<file path="config.mk">
export PLATFORM = sky130hd
export DESIGN_NAME = puf_challenge_scheduler
export DESIGN_NICKNAME = d
export VERILOG_FILES = /design/src/rtl/puf_challenge_scheduler.sv
export SDC_FILE = /design/constraint.sdc
export NUM_CORES = 1
export LEC_CHECK = 0
export BUFFER_PORTS_ARGS = -buffer_cell sky130_fd_sc_hd__buf_2
export CELL_PAD_IN_SITES_DETAIL_PLACEMENT = 1
export CELL_PAD_IN_SITES_GLOBAL_PLACEMENT = 1
export CORE_ASPECT_RATIO = 0.7
export CORE_MARGIN = 2
export CORE_UTILIZATION = 35
export CTS_CLUSTER_DIAMETER = 30
export DETAILED_ROUTE_END_ITERATION = 16
export PLACE_DENSITY = 0.83
export SYNTH_ARGS = -nofsm -noshare
export SYNTH_HDL_FRONTEND = slang
export SYNTH_SLANG_ARGS = --single-unit
</file>
<file path="constraint.sdc">
create_clock -name clk -period 1.3 [get_ports clk]
set_input_delay 0.195 -clock clk [delete_from_list [all_inputs] [get_ports clk]]
set_output_delay 0.195 -clock clk [all_outputs]
set_load 0.01 [all_outputs]
</file>
<file path="src/rtl/puf_challenge_scheduler.sv">
// puf_challenge_scheduler
// Walks a sweep of PUF challenges. For each challenge it clears post_mux_counter,
// enables it until it reports finished, thresholds the captured count into one
// response bit and hands that bit to the serial TX path over valid/ready.
// Optional build macro: WATCHDOG_EN (aborts a RUN that exceeds TIMEOUT cycles and
// raises a sticky error flag; without it error is tied low).
module puf_challenge_scheduler #(
  parameter int unsigned NUM_CHALLENGES = 64,
  parameter int unsigned CHAL_W         = 7,
  parameter int unsigned CNT_W          = 7,
  parameter int unsigned TIMEOUT        = 1000
) (
  input  logic              clk,
  input  logic              reset,
  input  logic              start,
  input  logic [CNT_W-1:0]  threshold,
  output logic              busy,
  output logic              done,
  output logic              error,
  output logic [CHAL_W-1:0] challenge,
  output logic              cnt_reset,
  output logic              cnt_enable,
  input  logic [CNT_W-1:0]  cnt_value,
  input  logic              cnt_finished,
  output logic              resp_bit,
  output logic              resp_valid,
  input  logic              resp_ready
);

  // Reject impossible configurations at elaboration time.
  if (NUM_CHALLENGES < 1 || NUM_CHALLENGES > (2 ** CHAL_W) || TIMEOUT < 2) begin : g_bad_cfg
    $error("puf_challenge_scheduler: invalid NUM_CHALLENGES/CHAL_W/TIMEOUT");
  end

  localparam logic [CHAL_W-1:0] LAST_IDX = CHAL_W'(NUM_CHALLENGES - 1);

  typedef enum logic [2:0] {
    ST_IDLE,
    ST_CLEAR,
    ST_RUN,
    ST_EVAL,
    ST_SEND,
    ST_DONE
  } state_t;

  state_t             state;
  logic [CHAL_W-1:0]  idx;
  logic [CNT_W-1:0]   captured;
  logic [CNT_W-1:0]   thr_reg;

  // The challenge index register drives the PUF mux directly, so challenge only
  // moves on an accepted start or a SEND handshake.
  assign challenge = idx;

`ifdef WATCHDOG_EN
  localparam int unsigned WD_W = $clog2(TIMEOUT);
  logic [WD_W-1:0] wd_cnt;
`else
  assign error = 1'b0;
`endif

  // Sweep sequencer: state, counter control pulses and response handshake.
  always_ff @(posedge clk) begin
    if (!reset) begin
      state      <= ST_IDLE;
      idx        <= '0;
      captured   <= '0;
      thr_reg    <= '0;
      busy       <= 1'b0;
      done       <= 1'b0;
      cnt_reset  <= 1'b0;
      cnt_enable <= 1'b0;
      resp_bit   <= 1'b0;
      resp_valid <= 1'b0;
`ifdef WATCHDOG_EN
      wd_cnt     <= '0;
      error      <= 1'b0;
`endif
    end else begin
      // Single-cycle pulses default low.
      done      <= 1'b0;
      cnt_reset <= 1'b0;
      case (state)
        ST_IDLE: begin
          if (start) begin
            thr_reg   <= threshold;
            idx       <= '0;
            busy      <= 1'b1;
            cnt_reset <= 1'b1;
            state     <= ST_CLEAR;
`ifdef WATCHDOG_EN
            error     <= 1'b0;
`endif
          end
        end
        ST_CLEAR: begin
          cnt_enable <= 1'b1;
`ifdef WATCHDOG_EN
          wd_cnt     <= '0;
`endif
          state      <= ST_RUN;
        end
        ST_RUN: begin
          if (cnt_finished) begin
            captured   <= cnt_value;
            cnt_enable <= 1'b0;
            state      <= ST_EVAL;
          end
`ifdef WATCHDOG_EN
          else if (wd_cnt == WD_W'(TIMEOUT - 1)) begin
            cnt_enable <= 1'b0;
            error      <= 1'b1;
            done       <= 1'b1;
            state      <= ST_DONE;
          end else begin
            wd_cnt <= wd_cnt + 1'b1;
          end
`endif
        end
        ST_EVAL: begin
          resp_bit   <= (captured >= thr_reg);
          resp_valid <= 1'b1;
          state      <= ST_SEND;
        end
        ST_SEND: begin
          if (resp_ready) begin
            resp_valid <= 1'b0;
            if (idx == LAST_IDX) begin
              done  <= 1'b1;
              state <= ST_DONE;
            end else begin
              idx       <= idx + 1'b1;
              cnt_reset <= 1'b1;
              state     <= ST_CLEAR;
            end
          end
        end
        ST_DONE: begin
          busy  <= 1'b0;
          state <= ST_IDLE;
        end
        default: begin
          state <= ST_IDLE;
        end
      endcase
    end
  end

endmodule

</file>
### Yosys cells after proc, flatten, opt, wreduce, memory -nomap -nowiden

Cells that the tools add are included.

* mux-type cells: 20
* bitwise operators: 0
* reduce and logical (&&, ||, !) cells: 13
* $mul: 0
* div/mod/pow operators: 0
* equal/unequal tests: 10
* add/sub/neg operators: 1
* $lt $le $gt $ge: 1
* shift operators: 0

Operator list (count)
* 7-bit 2-to-1 mux: 3
* 3-bit one-hot mux with 5 select lines: 1
* 7-bit one-hot mux with 2 select lines: 1
* 3-bit 2-to-1 mux: 4
* 2-bit AND reduction: 5
* 2-bit inequality test (second input constant): 4
* 1-bit one-hot mux with 2 select lines: 4
* 2-bit nonzero test: 4
* 7-bit by 1-bit adder with 7-bit output (second input constant): 1
* 7-bit by 6-bit == test with 1-bit output (second input constant): 1
* 7-bit >= comparator: 1
* 1-bit 2-to-1 mux: 7
* 3-bit by 2-bit == test with 1-bit output (second input constant): 2
* 3-bit == test (second input constant): 2
* 3-bit AND reduction: 2
* 4-bit AND reduction: 1
* 3-bit by 1-bit == test with 1-bit output (second input constant): 1
* 3-bit zero test: 1

* input port bits: 19
* output and inout bits: 14
* bits in registers: 30
* RAM bits: 0
* logic and storage cells: 55
* bits in latches: 0
* memories kept: 0
* memory bits (read-only): 0

### Depth between registers and ports, before layout

Gate-level depths: netlist of run 1.

* depth in word-level cells: 4
* gate-level depth with buffers: 6
* mapped depth without buffers: 6

### Worst setup path before layout of run 1

No wires, ideal clock.

* path type: register to register
* start: register idx[0], in the netlist challenge[0]
* end: register idx[2], in the netlist challenge[2]
* path slack: -0.172 ns
* period minus slack after synthesis: 1.472 ns
* data arrival time: 1.402 ns
* path buffers: 0
* required time: 1.230 ns
* cell stages (with the launch flop): 6
* setup time: 0.070 ns
* path through: dfxtp_1 ha_1 nand3_2 o311ai_4 o211ai_1 a21oi_1

* word-level cells in the longest chain between the ends: 4

RTL lines
* start, declared: line 47 `logic [CHAL_W-1:0] idx;`
* start signal, assigned: line 132 `idx <= idx + 1'b1;`
* 7-bit by 1-bit adder with 7-bit output: line 132
* 7-bit 2-to-1 mux: line 128 `if (idx == LAST_IDX) begin`
* 7-bit 2-to-1 mux: line 126 `if (resp_ready) begin`
* 7-bit one-hot mux with 2 select lines: line 83 `case (state)`

Parallel ways exist; a longest one is shown, timed or not. The select of a mux whose other input is x is not followed.
A chain may end at the register's enable or synchronous reset.

### Worst setup path after layout of run 1

* start: register captured[4]
* end: register resp_bit

* word-level cells in the longest chain between the ends: 1

RTL lines
* start, declared: line 48 `logic [CNT_W-1:0] captured;`
* start signal, assigned: line 105 `captured <= cnt_value;`
* 7-bit >= comparator: line 121 `resp_bit <= (captured >= thr_reg);`
* end signal, assigned: line 121
* end, declared: line 25 `output logic resp_bit,`

No other way between the ends.

==> metrics.md, run 1 <==
| Metric | Value |
|---|---|
| Fin crit period | 1.493 ns |
| Setup CP Type | reg -> reg |
| Detailed Route WL | 5.512 mm |
| Fraction of layout cells with a size suffix above 1 | approximately 54% |
| Reg2reg end | resp_bit$_SDFFE_PN0N_ |
| Final core utilization | 56.43% |
| Net Count, Synth | 190 |
| Max VDD drop | 904.7 uV |
| Worst Clk Skew | ~0.0066 ns |
| Layout Area Growth over Synthesis | 54.50% |
| Via Count | 1461 |
| Sequential area share after synthesis | 41.92% |
| Crit-path max FO | 2 |
| Critical Path RT | between 1 and 1.5 ns |
| Post-route ant nets | 0 |
| Pin count of the biggest net entering global routing | 15 |
| Final setup fails | 17 |
| Post-Synthesis Cells | approximately 160 |
| Tot GR Track Use | 23.39% |
| Synthesis Warnings | 0 |
| Row Count | 19 |
| Area after DPL | 0.001848 sq mm |
| Chip Width | 80.47 um |
| RSZ-0062 raised after global routing | true |
| CTS clk-pin slew, worst paths | 0.07 ns |
| I/O pin count | 33 |
| Reg2Reg Depth | 5 |
| First-pass GRT wire length | around 8 mm |
| Ys async rst share | 0% |
| Total die area | 0.004629 sq mm |
| PwrDens | 1046 mW/mm^2 |
| H-Tree Depth | 2 |
| Worst hold path type | in -> reg |
| Root Driver | clkbuf_8 |
| Maximum clock rate | around 670 MHz |
| Violation count after the first detailed-routing iteration | a little under 70 |
| DIE HEIGHT | 57.53 um |
| RePlAce Congestion | 0.7854 |
| CP cell instances | ha_4 -> a21oi_1 -> nor2b_1 -> o21ai_1 -> a31oi_4 |
| Hold worst-path end | thr_reg[2]$_SDFFE_PN0P_ |
| Design area | roughly 0.0022 sq mm |
| Register-to-register setup slack | -0.19 ns |
| Hold wc startpoint | threshold[2] |
| 1st-pass router iterations | 4 |
| Synth unique cells | 35 |
| PnR worst setup slack | -0.1930 ns |
| Period utilisation layout | 114.8% |
| Failing checks | setup timing |
| Fin Setup TNS | -0.7561 ns |
| Syn Std Cell Area | 0.001433 sq mm |
| Via density | approximately 5.3 |
| Reg2reg start | captured[4]$_SDFFE_PN0P_ |
| Critical path's largest stage delay | 0.38 ns |
| Syn Area/Cell | 8.789 sq um |
| Pre-CTS WS | -0.07613 ns |
| Hold Slack | 0.1555 ns |
| Slew Limit Fails | 0 |
| Static Leak | between 0.8 and 0.9 nW |
| FILL cells | 456 |
| Status | complete, but fails checks |
| Buffers on Ports | 31 |
| Register area | 621.8 sq um |
| Footprint of the multi-input gates | between 0.001 and 0.0015 sq mm |
| Vias in the first global route | around 1600 |
| Hold Crit Depth | 3 |
| Core area | 0.003923 sq mm |
| Number of max-cap violations | 0 |
| Slowest-stage cell, CP | dfxtp_1 |
| Initial Util | between 30% and 40% |
| CTS tree | built |
| Worst-Skew Late Latency | 0.28 ns |
| Post-detail-place hpwl | 2.987 mm |
| Nature of the critical path endpoint | register |
| Initial antenna violation count | 0 |
| Final hold vios | 0 |
| Clock tree buffer depth | 2 |
| Crit start category | register |
| Routed wire per std cell | 19.97 um |
| Cts bufs inserted | 5 |
| CP arrival | 1.64 ns |
| Clk sink count | 30 |
| Top FF cell, synth | dfxtp_1 |
| Residual DRC count | 0 |
| Post-CTS Hold Buffers | 0 |
| Number of synthesized flops with an enable pin | 0 |
| Nets | 250 |
| Total global routing overflow | 0 |
| Ant diodes | 0 |
| Synthesized flop and latch total | 30 |
## critical path: cells and delay by family (launching register included)
family	cells	cell delay [ns]
adders and majority gates	1	0.22
and+or+nand+nor	1	0.10
DFF	1	0.38
AOI/OAI and AO/OA	3	0.65
## cells in the final DEF, fill, tap and decap left out, types with 5 or more instances in the layout
| cell | netlist | layout |
|---|---|---|
| a21oi_1 | 18 | 13 |
| buf_2 | 3 | 31 |
| buf_4 | 1 | 23 |
| buf_6 | 2 | 7 |
| clkbuf_8 | 0 | 5 |
| dfxtp_1 | 30 | 19 |
| dfxtp_2 | 0 | 8 |
| ha_4 | 0 | 5 |
| inv_1 | 9 | 6 |
| nand2_1 | 22 | 18 |
| nor2_1 | 12 | 11 |
## cells in the mapped netlist, types with 2 or more instances
master	number	area [sq um]
o21ai_0	6	30.03
nand4_1	2	12.51
a31oi_1	4	25.02
a21oi_1	18	90.09
nand3_1	5	25.02
nand2b_1	3	18.77
nor2b_1	2	12.51
o211ai_1	2	15.01
or3_1	3	18.77
buf_6	2	22.52
buf_2	3	15.01
inv_1	9	33.78
nor2_1	12	45.04
dfxtp_1	30	600.6
clkbuf_1	2	7.510
mux2i_1	7	70.07
ha_1	8	100.1
o31ai_1	2	15.01
nand2_1	22	82.58
nor3_1	5	25.02
nor3b_1	2	15.01
## per-stage QoR
| stage | power, mW | instances |
|---|---|---|
| 6_report | 2.314 | 276 |
| 5_1_grt | 2.408 | 276 |
| 4_1_cts | 2.208 | 276 |
| 3_5_place_dp | 1.421 | 266 |
| 3_3_place_gp | 1.403 | 266 |
| 2_1_floorplan | 1.272 | 163 |
## worst max path at each step
stage / start / to / slack, ns / cells past startpoint
4_1_cts: thr_reg[3]$_SDFFE_PN0P_ / resp_bit$_SDFFE_PN0N_ / -0.11 / 5
6_report: captured[4]$_SDFFE_PN0P_ / resp_bit$_SDFFE_PN0N_ / -0.19 / 5
3_3_place_gp: thr_reg[6]$_SDFFE_PN0P_ / resp_bit$_SDFFE_PN0N_ / -0.03 / 5
3_5_place_dp: challenge[1]$_SDFFE_PN0P_ / challenge[1]$_SDFFE_PN0P_ / -0.08 / 6
5_1_grt: captured[4]$_SDFFE_PN0P_ / resp_bit$_SDFFE_PN0N_ / -0.24 / 5
2_1_floorplan: state[2]$_SDFFE_PN0P_ / challenge[0]$_SDFFE_PN0P_ / -0.02 / 6
## metal layers
layer  track usage, %  routed length [um]  vias to the layer above  part of all wire [%]
met5                0                   0                        -                     0
met4            9.927                 154                        0                   2.8
met3            7.437                 293                       15                   5.3
met2            37.62                2690                       50                    49
met1            29.06                2373                      710                    43
li1                 -                   -                      686                     -
## cell type report
type                            count  area share, %
Clock buffer                        6          3.279
Timing Repair Buffer               61          18.37
Inverter                           10          1.696
Multi-Input combinational cell    115          45.22
Sequential cell                    30          28.09
Clock inverter                      2         0.3957
Tap cell                           52          2.940
## cell families (layout without fill, tap and decap cells)
kind of cell / count (synthesis) / in the layout / share of synthesized area (%)
AO/OA/AOI/OAI: 36 / 36 / 15.72
XOR/XNOR: 1 / 1 / 0.6115
adder cells (fa/ha/maj): 8 / 8 / 6.987
buffers and inverters: 18 / 79 / 6.288
flip-flops: 30 / 30 / 41.92
multiplexers: 7 / 7 / 4.891
other: 1 / 1 / 0.2618
AND/OR/NAND/NOR: 62 / 62 / 23.32
## what timing repair did
action / 4_1_cts / 5_1_grt
pin swaps: 23 / 9
buffers inserted: 3 / 0
gates cloned: 0 / 0
endpoints found under the hold margin: 0 / 0
setup endpoints to repair: 18 / 26
resized for setup: 37 / 25
## where the power goes
group / internal (mW) / switching (mW) / leakage, nW
clock network: 0.367 / 0.351 / 0.0426
logic: 0.262 / 0.301 / 0.543
registers: 0.975 / 0.0568 / 0.250
Note: power is estimated with default switching activity, not from simulation.
==> run 2, diff against run 1 <==
CORE_UTILIZATION = 42   (was 35)
PLACE_DENSITY = 0.92   (was 0.83)
clock period = 1.8 ns   (was 1.3 ns; I/O delays follow)
==> metrics.md, run 2 (synthesis results as in run 1) <==
| Metric | Value |
|---|---|
| Status | complete, no violations |
| Hold Crit Depth | 3 |
| Max VDD drop | a little over 700 uV |
| Buf/Inv on CP | 0 |
| First-pass GRT wire length | roughly 5.8 mm |
| Via Count | 1239 |
| Non-Filler Instances | 243 |
| CP arrival | about 1.8 ns |
| Worst hold path type | in -> reg |
| Chip Width | 73.81 um |
| DIE HEIGHT | 52.87 um |
| Max_slew headroom | 66.26% |
| Post-CTS Setup Bufs | 0 |
| Worst Clk Skew | between 0.006 and 0.007 ns |
| Maximum clock rate | 620.0 MHz |
| FILL cells | 396 |
| Footprint of the multi-input gates | 742.0 sq um |
| Crit path depth | 5 |
| Hold Slack | 0.2265 ns |
| Total die area | 0.003902 sq mm |
| Layout Area Growth over Synthesis | 19.13% |
| Cts bufs inserted | 5 |
| Vias in the first global route | approximately 1300 |
| Register area | 600.6 sq um |
| Critical Path RT | 2.00 ns |
| Slew Limit Fails | 0 |
| Fraction of layout cells with a size suffix above 1 | 22.96% |
| Pre-CTS WS | ~0.13 ns |
| RSZ-0062 raised after global routing | false |
| Buffers on Ports | 31 |
| Delay-heaviest family, CP | compound AO/OA/AOI/OAI gates |
| Crit start category | register |
| Routed wire per std cell | between 10 and 15 um |
| Dpl cells | 237 |
| Pin count of the biggest net entering global routing | 16 |
| Nets | 224 |
| Residual DRC count | 0 |
| Tot GR Track Use | ~20% |
| Worst slew pin tran | 0.5061 ns |
| Slowest-stage cell, CP | o311ai_4 |
| Post-detail-place hpwl | ~2.7 mm |
| Final setup fails | 0 |
| Detailed Route WL | 3.455 mm |
| Ant diodes | 0 |
| CTS clk-pin slew, worst paths | 0.06 ns |
| Clock tree buffer depth | 2 |
| RePlAce Congestion | ~0.80 |
| Number of max-cap violations | 0 |
| Post-route ant nets | 0 |
| Initial Util | around 45% |
| Via density | around 5.1 |
| Post-CTS Hold Buffers | 0 |
| Reg2Reg Depth | 5 |
| PwrDens | 881.2 mW/mm^2 |
| Setup CP Type | reg -> reg |
| Fin Setup TNS | 0 ns |
| Violation count after the first detailed-routing iteration | 42 |
| Fin crit period | 1.613 ns |
| Most frequent cells in the layout | buf_2 (31), dfxtp_1 (30), nand2_1 (22), a21oi_1 (18), nor2_1 (12) |
| CTS tree | built |
| Total global routing overflow | 0 |
| Nature of the critical path endpoint | register |
| Period utilisation layout | 89.61% |
| Most common cell after layout, fill and taps aside | buf_2 |
| Row Count | 17 |
| PnR worst setup slack | 0.1870 ns |
| Core area | 0.003212 sq mm |
| Crit-path max FO | 9 |
| Initial antenna violation count | 0 |
| Final hold vios | 0 |
| Critical path's largest stage delay | 0.44 ns |
| H-Tree Depth | 2 |
| I/O pin count | 33 |
| Static Leak | between 0.6 and 0.7 nW |
| Clk sink count | 30 |
| Root Driver | clkbuf_8 |
| Worst-Skew Late Latency | ~0.28 ns |
| 1st-pass router iterations | 6 |
| CP cell instances | ha_1 -> nand3_2 -> o311ai_4 -> nand3_1 -> a21oi_1 |
[run 2: power by group]
part           total, mW  leakage, nW  internal, mW  switching [mW]
registers          0.747        0.244         0.705          0.0422
logic              0.227        0.389         0.105           0.122
clock network      0.530       0.0431         0.294           0.236
[run 2: final cells by class]
cell class | count | area share (%)
clock buffers | 6 | 4.839
multi-input cells | 115 | 43.48
inverters | 10 | 2.199
well taps | 47 | 3.446
repair buffers | 35 | 10.85
flip-flops and latches | 30 | 35.19
[run 2: path summary, 6_finish.rpt]
| kind | slack (ns) | from | to |
|---|---|---|---|
| max | 0.19 | challenge[0]$_SDFFE_PN0P_ | challenge[1]$_SDFFE_PN0P_ |
| min | 0.23 | cnt_value[1] | captured[1]$_SDFFE_PN0P_ |
| max reg2reg | 0.19 | challenge[0]$_SDFFE_PN0P_ | challenge[1]$_SDFFE_PN0P_ |
| min reg2reg | 0.46 | thr_reg[4]$_SDFFE_PN0P_ | thr_reg[4]$_SDFFE_PN0P_ |
[run 2: tightest hold or removal path, stage by stage]
cell,delay (ns)
buf_2,0.08
mux2i_1,0.06
nor2_1,0.07
[run 2: timing repair]
item	CTS	global route
hold endpoints to repair	0	0
resized for setup	0	0
endpoints found under the setup margin	0	1
[run 2: stage by stage]
stage	util (%)	area, sq um	total power, mW
finish	53.14	1707	1.504
global route	53.14	1707	1.584
CTS	53.14	1707	1.523
detailed placement	50.56	1624	0.9905
global placement	50.56	1624	0.9716
floorplan	-	1433	0.9187
[run 2: routing by layer]
layer  track usage, %  part of all wire (%)
met2            32.44                    45
met1            23.60                    48
met5                0                     0
met3            7.619                   4.3
met4            10.30                   2.9
==> run 3, diff against run 2 <==
--- a/config.mk
+++ b/config.mk
@@ -6,4 +6,5 @@
 export NUM_CORES = 1
 export LEC_CHECK = 0
+export ABC_AREA = 1
 export BUFFER_PORTS_ARGS = -buffer_cell sky130_fd_sc_hd__buf_2
 export CELL_PAD_IN_SITES_DETAIL_PLACEMENT = 1
@@ -11,5 +12,5 @@
 export CORE_ASPECT_RATIO = 0.7
 export CORE_MARGIN = 2
-export CORE_UTILIZATION = 42
+export CORE_UTILIZATION = 41
 export CTS_CLUSTER_DIAMETER = 30
 export DETAILED_ROUTE_END_ITERATION = 16
==> constraint.sdc (replaced) <==
create_clock -name clk -period 1.8 [get_ports clk]
set_input_delay 0.09 -clock clk [delete_from_list [all_inputs] [get_ports clk]]
set_output_delay 0.09 -clock clk [all_outputs]
set_load 0.01 [all_outputs]
==> metrics.md, run 3 <==
| Metric | Value |
|---|---|
| Ant diodes | 0 |
| Synthesis Warnings | 0 |
| Pin count of the biggest net entering global routing | 23 |
| Max VDD drop | around 630 uV |
| Post-CTS Hold Buffers | 0 |
| Synth unique cells | 30 |
| 1st-pass router iterations | 4 |
| Routed wire per std cell | ~14 um |
| Crit start category | register |
| Final hold vios | 0 |
| Worst hold path type | in -> reg |
| PwrDens | 1288 mW/mm^2 |
| Most common cell after layout, fill and taps aside | buf_2 |
| CTS clk-pin slew, worst paths | 0.07 ns |
| Crit-path max FO | 8 |
| Final setup fails | 0 |
| Max_slew headroom | 66.41% |
| Static Leak | 0.7939 nW |
| Period utilisation layout | around 80% |
| Hold Crit Depth | 3 |
| Row Count | 18 |
| Reg2Reg Depth | 8 |
| Residual DRC count | 0 |
| Status | complete, no violations |
| Clk sink count | 30 |
| Via density | 4.942 |
| First-pass GRT wire length | 6.665 mm |
| Vias in the first global route | between 1000 and 1500 |
| Top cells by area, synth | dfxtp_1 (40%), ha_1 (6.7%), nand2_1 (6.3%), nor2_1 (6.3%), a21oi_1 (5.7%) |
| Critical Path RT | 1.98 ns |
| RePlAce Congestion | 0.8051 |
| Design area | 0.001770 sq mm |
| Share of the synthesized area in the top cell type | 40.20% |
| Post-route ant nets | 0 |
| Comb power frac | a little over a third |
| Layout Area Growth over Synthesis | 18.51% |
| Tot GR Track Use | 21.14% |
| Setup CP Type | reg -> reg |
| Total die area | roughly 0.0042 sq mm |
| H-Tree Depth | 2 |
| Post-detail-place hpwl | 2.965 mm |
| CTS tree | built |
| Seq pwr share | 39.3% |
| Hold wc startpoint | cnt_value[5] |
| Detailed Route WL | approximately 4.0 mm |
| Slew Limit Fails | 0 |
| Worst-Skew Late Latency | 0.28 ns |
| Post-synth top cells | dfxtp_1 (30), nand2_1 (25), nor2_1 (25), a21oi_1 (17), inv_1 (17) |
| Worst setup startpoint | challenge[0]$_SDFFE_PN0P_ |
| Synthesized flop and latch total | 30 |
| Clock group share of total power | 24.9% |
| CP arrival | 1.66 ns |
| Nets | between 200 and 300 |
| I/O pin count | 33 |
| Switching power | 0.8855 mW |
| Syn Std Cell Area | 0.001494 sq mm |
| Cts bufs inserted | 5 |
| Worst Clk Skew | 0.004263 ns |
| Nature of the critical path endpoint | register |
| Cell with the most instances after synthesis | dfxtp_1 |
| Register-to-register setup slack | 0.32 ns |
| Net Count, Synth | 221 |
| Root Driver | clkbuf_8 |
| Area leader, netlist | dfxtp_1 |
| Reg2reg end | challenge[5]$_SDFFE_PN0P_ |
| DIE HEIGHT | 54.51 um |
| Maximum clock rate | 673.9 MHz |
| Most frequent cells in the layout | buf_2 (31), dfxtp_1 (30), nor2_1 (25), nand2_1 (25) |
| Internal power | 1.394 mW |
| Clock tree buffer depth | 2 |
| Top FF cell, synth | dfxtp_1 |
| Number of synthesized flops with an enable pin | 0 |
| Ys async rst share | 0% |
| Hold worst-path end | captured[5]$_SDFFE_PN0P_ |
| # resized after CTS | 0 |
| Post-Synthesis Cells | 194 |
| Fin Setup TNS | 0 ns |
| FILL cells | 482 |
| Worst slew pin tran | 0.5032 ns |
| Area after DPL | 0.001679 sq mm |
| Violation count after the first detailed-routing iteration | 88 |
| Fin crit period | 1.484 ns |
| Post-CTS Setup Bufs | 0 |
| RSZ-0062 raised after global routing | false |
| Sequential area share after synthesis | 40.20% |
| Final core utilization | 50.39% |
| Number of max-cap violations | 0 |
| Switching share of power | 38.84% |
| Syn Area/Cell | ~7.7 sq um |
| Initial antenna violation count | 0 |
| Chip Width | about 76 um |
| Core area | 0.003513 sq mm |
| Reg2reg start | challenge[0]$_SDFFE_PN0P_ |
| Total global routing overflow | 0 |
| Via Count | 1374 |
| Fraction of layout cells with a size suffix above 1 | 27.63% |
| Buffers on Ports | 31 |
| Initial Util | between 40% and 50% |
[run 3: changes by cell type in the layout (fill, tap and decap cells not counted), moves of 7 or more]
cell and delta:
nor2_1 +13, o21ai_0 +10, inv_1 +8, nand2_2 +8
nand3_1 +8, mux2i_1 -7
[run 3: area by class of cell]
class | count | area (sq um) | area share, %
Multi-Input combinational cell | 136 | 765.7 | 43.25
Sequential cell | 30 | 600.6 | 33.92
Timing Repair Buffer | 32 | 162.7 | 9.187
Inverter | 22 | 87.58 | 4.947
Clock buffer | 7 | 86.33 | 4.876
Tap cell | 50 | 62.56 | 3.534
Clock inverter | 1 | 5.005 | 0.2827
[run 3: power groups by stage]
stage | clock network (mW) | registers (mW) | logic, mW
2_1_floorplan | 0 | 0.910 | 0.597
3_3_place_gp | 0 | 0.900 | 0.762
3_5_place_dp | 0 | 0.911 | 0.808
4_1_cts | 0.568 | 0.897 | 0.824
5_1_grt | 0.601 | 0.913 | 0.941
6_report | 0.567 | 0.896 | 0.817
[run 3: worst max path at each step]
| stage | end | cells past startpoint | slack, ns |
|---|---|---|---|
| after floorplan | challenge[5]$_SDFFE_PN0P_ | 8 | 0.44 |
| final | challenge[5]$_SDFFE_PN0P_ | 8 | 0.32 |
| after CTS | challenge[5]$_SDFFE_PN0P_ | 8 | 0.32 |
| after detailed placement | challenge[5]$_SDFFE_PN0P_ | 8 | 0.34 |
| after global routing | challenge[5]$_SDFFE_PN0P_ | 9 | 0.18 |
| after global placement | challenge[5]$_SDFFE_PN0P_ | 8 | 0.45 |
[run 3: worst max-delay path: stages (launching register included)]
cell and delay, ns:
dfxtp_1 0.42, ha_1 0.22, nand2_2 0.09, nor2_4 0.13
nand2_2 0.10, nand3_4 0.13, nand2_4 0.11, nor2_1 0.13
nor2_2 0.05
[run 3: cell families after synthesis]
| logic type | Yosys count | synth area share (%) |
|---|---|---|
| compound gates | 43 | 16.08 |
| fa+ha+maj | 8 | 6.700 |
| buf+inv | 28 | 8.542 |
| flops | 30 | 40.20 |
| other cells | 1 | 0.2510 |
| simple gates | 84 | 28.22 |
[run 3: per-stage QoR]
stage / std cells / worst slack (ns) / hold slack [ns] / total power [mW]
3_5_place_dp: 270 / 0.3413 / 0.3527 / 1.720
2_1_floorplan: 194 / 0.4439 / 0.2466 / 1.507
3_3_place_gp: 270 / 0.4464 / 0.3457 / 1.661
6_report: 278 / 0.3162 / 0.05814 / 2.280
4_1_cts: 278 / 0.3184 / 0.06416 / 2.288
5_1_grt: 278 / 0.1818 / 0.07399 / 2.455
[run 3: metal layers]
| metal | up-vias | wire length (um) | global-route usage, % |
|---|---|---|---|
| met5 | - | 0 | 0 |
| met4 | 0 | 53 | 7.879 |
| met3 | 8 | 131 | 5.116 |
| met2 | 22 | 1843 | 36.46 |
| met1 | 643 | 1971 | 26.67 |
| li1 | 701 | - | - |
